File: config.mk
export PLATFORM = sky130hd
export DESIGN_NAME = mem_port_arbiter
export DESIGN_NICKNAME = d
export VERILOG_FILES = /design/src/rtl/mem_port_arbiter.sv
export SDC_FILE = /design/constraint.sdc
export NUM_CORES = 1
export LEC_CHECK = 0
export BUFFER_PORTS_ARGS = -buffer_cell sky130_fd_sc_hd__buf_2
export CORE_MARGIN = 2
export CORE_UTILIZATION = 50
export CTS_CLUSTER_SIZE = 10
export DETAILED_ROUTE_END_ITERATION = 12
export PLACE_DENSITY = 0.83
export SETUP_SLACK_MARGIN = 0.1
export SLEW_MARGIN = 20
export SYNTH_ARGS = -nofsm -noshare
export SYNTH_HDL_FRONTEND = slang
export SYNTH_SLANG_ARGS = --single-unit
File: constraint.sdc
create_clock -name clk -period 2.96 [get_ports clk]
set_input_delay 0.444 -clock clk [delete_from_list [all_inputs] [get_ports clk]]
set_output_delay 0.444 -clock clk [all_outputs]
set_load 0.005 [all_outputs]
File: src/rtl/mem_port_arbiter.sv
`timescale 1ns/1ps
// mem_port_arbiter
// Shares one single-ported, handshaked memory bus between the instruction
// fetch port (inst_*) and the data port (mem_*). One access is in flight at
// a time. A bus timeout aborts an access that never sees bus_ack.
// pipe_stall freezes every pipeline stage while any request is outstanding.
//
// Handshake: each requester holds its ren/wen level (and address and data)
// until its ready pulses. Ready is high for exactly one cycle. During that
// cycle the requester retires the request. The same side is not granted
// again in that cycle, so a retiring request is never issued twice.
// On the bus, bus_req and bus_addr/bus_we/bus_wdata stay stable until
// bus_ack. bus_ack is a one-cycle strobe, and bus_rdata is valid with it.
//
// Ports:
//   clk, rst_n                  clock, asynchronous active-low reset
//   inst_ren, inst_addr         fetch request and address
//   inst_data, inst_ready       fetched word (registered) and completion pulse
//   mem_ren, mem_wen            data read and write requests (write wins)
//   mem_addr, mem_dout          data address and write data
//   mem_din, mem_ready          read data (registered) and completion pulse
//   bus_req, bus_we             registered bus request and write strobe
//   bus_addr, bus_wdata         registered bus address and write data
//   bus_ack, bus_rdata          memory completion strobe and read data
//   pipe_stall                  combinational stall for the stage enables
//   bus_err, err_addr           sticky timeout flag, first timed-out address
//   dbg_state                   current FSM state (0 IDLE, 1 DATA, 2 INST)
module mem_port_arbiter #(
  parameter int ADDR_W  = 32,
  parameter int DATA_W  = 32,
  parameter int TIMEOUT = 64
) (
  input  logic              clk,
  input  logic              rst_n,
  input  logic              inst_ren,
  input  logic [ADDR_W-1:0] inst_addr,
  output logic [DATA_W-1:0] inst_data,
  output logic              inst_ready,
  input  logic              mem_ren,
  input  logic              mem_wen,
  input  logic [ADDR_W-1:0] mem_addr,
  input  logic [DATA_W-1:0] mem_dout,
  output logic [DATA_W-1:0] mem_din,
  output logic              mem_ready,
  output logic              bus_req,
  output logic              bus_we,
  output logic [ADDR_W-1:0] bus_addr,
  output logic [DATA_W-1:0] bus_wdata,
  input  logic              bus_ack,
  input  logic [DATA_W-1:0] bus_rdata,
  output logic              pipe_stall,
  output logic              bus_err,
  output logic [ADDR_W-1:0] err_addr,
  output logic [1:0]        dbg_state
);

  typedef enum logic [1:0] {
    IDLE = 2'd0,
    DATA = 2'd1,
    INST = 2'd2
  } state_t;

  localparam int CNT_W = (TIMEOUT > 0) ? $clog2(TIMEOUT + 1) : 1;
  localparam logic [CNT_W-1:0] CNT_MAX = (TIMEOUT > 0) ? CNT_W'(TIMEOUT - 1) : '0;

  state_t            state, state_d;
  logic [CNT_W-1:0]  cnt, cnt_d;
  logic              bus_req_d, bus_we_d, inst_ready_d, mem_ready_d, bus_err_d;
  logic [ADDR_W-1:0] bus_addr_d, err_addr_d;
  logic [DATA_W-1:0] bus_wdata_d, inst_data_d, mem_din_d;

  logic              data_req;
  logic              timeout_hit;
  logic              finish;
  logic [DATA_W-1:0] ret_data;

  assign data_req    = mem_ren | mem_wen;
  assign timeout_hit = (TIMEOUT != 0) && (cnt == CNT_MAX);
  assign pipe_stall  = (data_req & ~mem_ready) | (inst_ren & ~inst_ready);
  assign dbg_state   = state;

  always_comb begin
    state_d      = state;
    cnt_d        = cnt;
    bus_req_d    = bus_req;
    bus_we_d     = bus_we;
    bus_addr_d   = bus_addr;
    bus_wdata_d  = bus_wdata;
    inst_data_d  = inst_data;
    mem_din_d    = mem_din;
    inst_ready_d = 1'b0;
    mem_ready_d  = 1'b0;
    bus_err_d    = bus_err;
    err_addr_d   = err_addr;
    finish       = 1'b0;
    ret_data     = bus_rdata;

    case (state)
      IDLE: begin
        bus_req_d = 1'b0;
        bus_we_d  = 1'b0;
        // A side whose ready is pulsing this cycle is retiring its request.
        if (data_req && !mem_ready) begin
          bus_req_d   = 1'b1;
          bus_we_d    = mem_wen;
          bus_addr_d  = mem_addr;
          bus_wdata_d = mem_dout;
          cnt_d       = '0;
          state_d     = DATA;
        end else if (inst_ren && !inst_ready) begin
          bus_req_d  = 1'b1;
          bus_we_d   = 1'b0;
          bus_addr_d = inst_addr;
          cnt_d      = '0;
          state_d    = INST;
        end
      end
      DATA, INST: begin
        // An ack in the expiry cycle wins over the timeout.
        if (bus_ack) begin
          finish = 1'b1;
        end else if (timeout_hit) begin
          finish   = 1'b1;
          ret_data = '1;
          bus_err_d = 1'b1;
          if (!bus_err) err_addr_d = bus_addr;
        end else if (TIMEOUT != 0) begin
          cnt_d = cnt + 1'b1;
        end
        if (finish) begin
          bus_req_d = 1'b0;
          bus_we_d  = 1'b0;
          state_d   = IDLE;
          if (state == DATA) begin
            mem_ready_d = 1'b1;
            if (!bus_we) mem_din_d = ret_data;
          end else begin
            inst_ready_d = 1'b1;
            inst_data_d  = ret_data;
          end
        end
      end
      default: begin
        bus_req_d = 1'b0;
        bus_we_d  = 1'b0;
        state_d   = IDLE;
      end
    endcase
  end

  always_ff @(posedge clk or negedge rst_n) begin
    if (!rst_n) begin
      state      <= IDLE;
      cnt        <= '0;
      bus_req    <= 1'b0;
      bus_we     <= 1'b0;
      bus_addr   <= '0;
      bus_wdata  <= '0;
      inst_data  <= '0;
      mem_din    <= '0;
      inst_ready <= 1'b0;
      mem_ready  <= 1'b0;
      bus_err    <= 1'b0;
      err_addr   <= '0;
    end else begin
      state      <= state_d;
      cnt        <= cnt_d;
      bus_req    <= bus_req_d;
      bus_we     <= bus_we_d;
      bus_addr   <= bus_addr_d;
      bus_wdata  <= bus_wdata_d;
      inst_data  <= inst_data_d;
      mem_din    <= mem_din_d;
      inst_ready <= inst_ready_d;
      mem_ready  <= mem_ready_d;
      bus_err    <= bus_err_d;
      err_addr   <= err_addr_d;
    end
  end

endmodule
Yosys cells after proc, flatten, opt, wreduce, memory -nomap -nowiden
Cells that the tools add are included.
{ "word_totals": {"register_bits": 174, "latch_bits": 0, "ramBits": 0, "romBits": 0, "in_bits": 134, "output_inout_bits": 168, "wordCells": 74, "memories": 0} }
{ "op_classes": {"add_sub_neg": 1, "n_mul": 0, "div": 0, "n_lt_le_gt_ge": 0, "eq_ne": 7, "shifts": 0, "n_mux": 28, "bitwise": 10, "reduce_logical": 16} }
{ "op_table": {"columns": ["operator", "count"], "rows": [
  ["$mux 32", 4],
  ["$mux 7", 4],
  ["$pmux 7 s2", 1],
  ["$mux 1", 13],
  ["$reduce_and 4->1", 3],
  ["$add 7x1->7 const B", 1],
  ["$eq 7x6->1 const B", 1],
  ["$mux 2", 3],
  ["$ne 2x2->1 const B", 3],
  ["$not 1->1", 6],
  ["$reduce_and 2->1", 3],
  ["$reduce_and 3->1", 2],
  ["$pmux 1 s2", 2],
  ["$pmux 2 s2", 1],
  ["$reduce_bool 2->1", 2],
  ["$ne 3x3->1 const B", 1],
  ["$and 1x1->1", 2],
  ["$eq 2x1->1 const B", 1],
  ["$eq 2x2->1 const B", 1],
  ["$logic_and 1x1->1", 2],
  ["$logic_not 1->1", 2],
  ["$logic_not 2->1", 1],
  ["$or 1x1->1", 2],
  ["$reduce_or 2->1", 1]
]} }

Longest topological paths before layout
{ "logic_depth": {"ltp_word": 6, "depth_mapped": 7, "mapped_depth_nobuf": 6} }

Least setup slack after synthesis
Ideal clock, no wire load.
{ "synth_path": {"path_type": "register -> register", "start": "reg state[0], in the netlist dbg_state[0]", "end": "reg err_addr[10]", "setup_ns": 0.125, "arrival_time_ns": 1.935, "t_required_ns": 2.835, "slack_ns": 0.899, "path_stages_with_launch": 8, "n_path_buf": 2, "period_less_slack_ns": 2.061, "cell_sequence": "dfrtp_1 > inv_1 > ha_1 > or2b_1 > or4_4 > buf_6 > buf_12 > mux2_4"} }
{ "synth_between": {"elab_chain_len": 3, "elab_cells_between_ends": 4, "cone_classes": "2 x eq/ne; 2 x reduce/logical"} }
{ "synth_lines": {"columns": ["element", "line", "source"], "rows": [
  ["from (decl)", "66", "state_t state, state_d;"],
  ["from (signal assigned)", "166", "state <= state_d;"],
  ["$eq 2x1->1 or $eq 2x2->1 (tied branches)", "98", "case (state)"],
  ["$reduce_or 2->1 (*)", "98", null],
  ["$reduce_and 4->1 (no line) (*)", null, null],
  ["to (signal assigned)", "177", "err_addr <= err_addr_d;"],
  ["to (decl)", "53", "output logic [ADDR_W-1:0] err_addr,"]
]} }
Every way passes the cells marked *; elsewhere a longest branch is shown, timed or not.
A chain may end at the register's enable or synchronous reset.

Worst setup path after layout
{ "layout_path": {"start": "reg state[0], in the netlist dbg_state[0]", "end": "reg err_addr[3]"} }
The elaborated chain is that of the path after synthesis.

==> impl_metrics.py <==
metrics = {
    "floorplan": {
        "die_area_um2": 15600,
        "rows": 44,
        "core_area_um2": 14400,
        "start_util": 0.506,
        "ios": 302,
        "die_w_um": 125,
        "die_y_um": 125,
    },
    "pwr": {
        "p_int_uw": 6450,
        "p_sw_uw": 3200,
        "p_leak_uw": 0.00515,
        "power_density_nw_per_um2": 1000,
        "pwr-share-seq": 0.403,
        "power_uw": 9650,
        "ir_drop_uv": 535,
        "clockPowerShare": 0.241,
        "netSwitchingFraction": 0.332,
        "combPwrFrac": 0.356,
    },
    "global_routing": {
        "antenna_found_initial": 0,
        "grt_pass1_vias": 5778,
        "overflow": 0,
        "grt_max_degree": 67,
        "grt_first_pass_wirelength_um": 29000,
        "grt_usage": 0.234,
    },
    "synthesis": {
        "ys.flop_type": "dfrtp_1",
        "async_flop_share": 1.00,
        "yosysTopAreaCell": "dfrtp_1",
        "synth_seq_area_share": 0.596,
        "synth_commonest_cells": "174 x dfrtp_1, 64 x mux2i_1, 42 x nand2_1",
        "synth_fp_nets": 707,
        "synthesis.area_um2": 7300,
        "syn-mean-instance-area_um2": 12.8,
        "post-synth-top-area-fraction": 0.596,
        "syn_inst": 570,
        "synth_area_leaders": "dfrtp_1 60%, mux2i_1 8.8%, mux2_4 6.2%, mux2_2 5.2%, o22a_1 3.8%",
        "ys_ff_latch": 174,
        "synth-edff-count": 0,
        "ys_types": 43,
        "ys_warn_count": 0,
        "yosysMostFrequentCell": "dfrtp_1",
    },
    "place": {
        "dp_hpwl_um": 13000,
        "dp_cells": 1031,
        "place_congestion": 0.796,
        "dp_slack_ns": 0.513,
        "io_buffers": 301,
    },
    "setup_path": {
        "r2r_end": "err_addr[3]",
        "reg2regPathDepth": 5,
        "path_max_fanout": 32,
        "rrSetupSlack_ns": 0.49,
        "timing.critical_path.to": "err_addr[3]",
        "worstSetupStartpointType": "register",
        "worstPathRequired_ns": 3.26,
        "cp_slowest_stage_delay_ns": 0.71,
        "startpoint": "dbg_state[0]",
        "crit_chain": "inv_1 > ha_1 > or2b_1 > or4_4 > mux2_4",
        "cp.arrival_ns": 2.76,
        "cp_slowest_cell": "or4_4",
        "path_class": "reg2reg",
        "cp-end-kind": "register",
        "r2r_start": "dbg_state[0]",
    },
    "final_layout": {
        "drive_gt1_frac": 0.471,
        "syn_to_final_growth_pct": 31.7,
        "nets": 1003,
        "stdcell_count": 1063,
        "insertedDiodeCount": 0,
        "fin_util": 0.667,
        "nFillCells": 1126,
    },
    "clock_tree": {
        "cts_hold_buf": 0,
        "htreeDepth": 4,
        "cts_resized": 0,
        "clockRootBuffer": "clkbuf_16",
        "cts_tree": "yes",
        "insertion_delay_ns": 0.42,
        "cts_buffers": 17,
        "cts.sinks": 174,
        "cts_setup_buffers": 0,
        "clkTransAtPathRegs_ns": 0.06,
        "cts_buffer_depth": 2,
    },
    "routing": {
        "postRouteWirelength_um": 17900,
        "vias_per_cell": 5.15,
        "drt-initial-drc-count": 236,
        "dr.pass1.iters": 4,
        "vias": 5474,
        "ant_nets": 0,
        "wire_per_inst_um": 16.9,
        "drcViolationCount": 0,
    },
    "timing": {
        "rsz0062_at_grt": "no",
        "slew_headroom": 0.591,
        "fin_crit_sh": 0.833,
        "hold_viol": 0,
        "fmax_ghz": 0.405,
        "period_needed_ns": 2.47,
        "finalSetupViolations": 0,
        "skew_ns": 0.00600,
        "fin_setup_tns_ns": 0,
        "report.final.slew_viol_count": 0,
        "finalWorstSetupSlack_ns": 0.493,
        "worst_pin_slew_ns": 0.613,
    },
    "job": {
        "drv_cap": 0,
    },
    "status": {
        "outcome": "finished clean",
    },
    "hold_path": {
        "hold_class": "in2async",
    },
}
critical path, delay by kind of cell, from the launching register on:
family        cells  cell delay (ns)
fa+ha+maj         1             0.47
buf+inv           1             0.06
flops             1             0.39
mux               1             0.39
simple gates      2             1.00
power by group through the flow:
stage               clock [uW]  sequential (uW)  combinational, uW
floorplan                    0             3950               1800
global placement             0             3850               3370
detailed placement           0             3910               3480
CTS                       2380             3900               3490
global route              2470             4010               3810
finish                    2330             3890               3430
cells in the final DEF, fill, tap and decap left out, types with 2 or more instances in the layout:
| master | count |
|---|---|
| a21oi_1 | 5 |
| and3_1 | 3 |
| buf_12 | 3 |
| buf_2 | 300 |
| buf_4 | 7 |
| bufinv_16 | 3 |
| clkbuf_1 | 3 |
| clkbuf_16 | 17 |
| clkbuf_8 | 4 |
| clkinvlp_4 | 2 |
| dfrtp_1 | 174 |
| ha_1 | 3 |
| inv_1 | 36 |
| inv_6 | 2 |
| mux2_2 | 34 |
| mux2_4 | 30 |
| mux2i_1 | 64 |
| nand2_1 | 42 |
| nand3_1 | 7 |
| nand3b_1 | 2 |
| nor2_1 | 34 |
| nor2b_1 | 2 |
| o211ai_1 | 5 |
| o21ai_0 | 38 |
| o22a_1 | 32 |
how the worst min path moves through the flow:
stage / slack (ns) / cells past startpoint / endpoint / start
2_1_floorplan: 0.15 / 0 / bus_addr[0] / rst_n
3_3_place_gp: 0.46 / 2 / bus_req / bus_req
3_5_place_dp: 0.48 / 1 / inst_data[1] / rst_n
4_1_cts: 0.03 / 1 / inst_data[1] / rst_n
5_1_grt: 0.06 / 1 / bus_wdata[9] / rst_n
6_report: 0.02 / 1 / inst_data[1] / rst_n
metal layers:
layer  track usage  vias to the layer above  wire [um]
met5             0                        -          0
met4        0.0889                        0        380
met2         0.393                      228       8780
met3        0.0700                       25       1380
met1         0.286                     2659       7380
li1              -                     2562          -
flip-flops by register name, summed over array words and instances, names as in the netlist, 2 cells and up:
name / flops
mem_din: 32
bus_addr: 32
dbg_state: 2
bus_wdata: 32
err_addr: 32
cnt: 7
inst_data: 32
cell families (layout without fill, tap and decap cells):
| family | Yosys count | after routing | synth area share |
|---|---|---|---|
| fa+ha+maj | 3 | 3 | 0.00514 |
| buf+inv | 70 | 379 | 0.0454 |
| flops | 174 | 174 | 0.596 |
| mux | 128 | 128 | 0.202 |
| compound gates | 91 | 91 | 0.0844 |
| simple gates | 104 | 104 | 0.0671 |
final cells by class:
type,instances,area (um2),area share
repair buffers,311,1630,0.169
clock inverters,8,128,0.0133
flip-flops and latches,174,4350,0.453
clock buffers,24,492,0.0511
multi-input cells,326,2650,0.276
well taps,184,230,0.0239
inverters,36,135,0.0141
per-stage QoR:
stage / instance area (um2) / hold WS [ns]
floorplan: 7300 / 0.148
global placement: 9000 / 0.459
detailed placement: 9000 / 0.484
CTS: 9620 / 0.0295
global route: 9620 / 0.0564
finish: 9620 / 0.0229
Power figures use the tool's default switching activity.
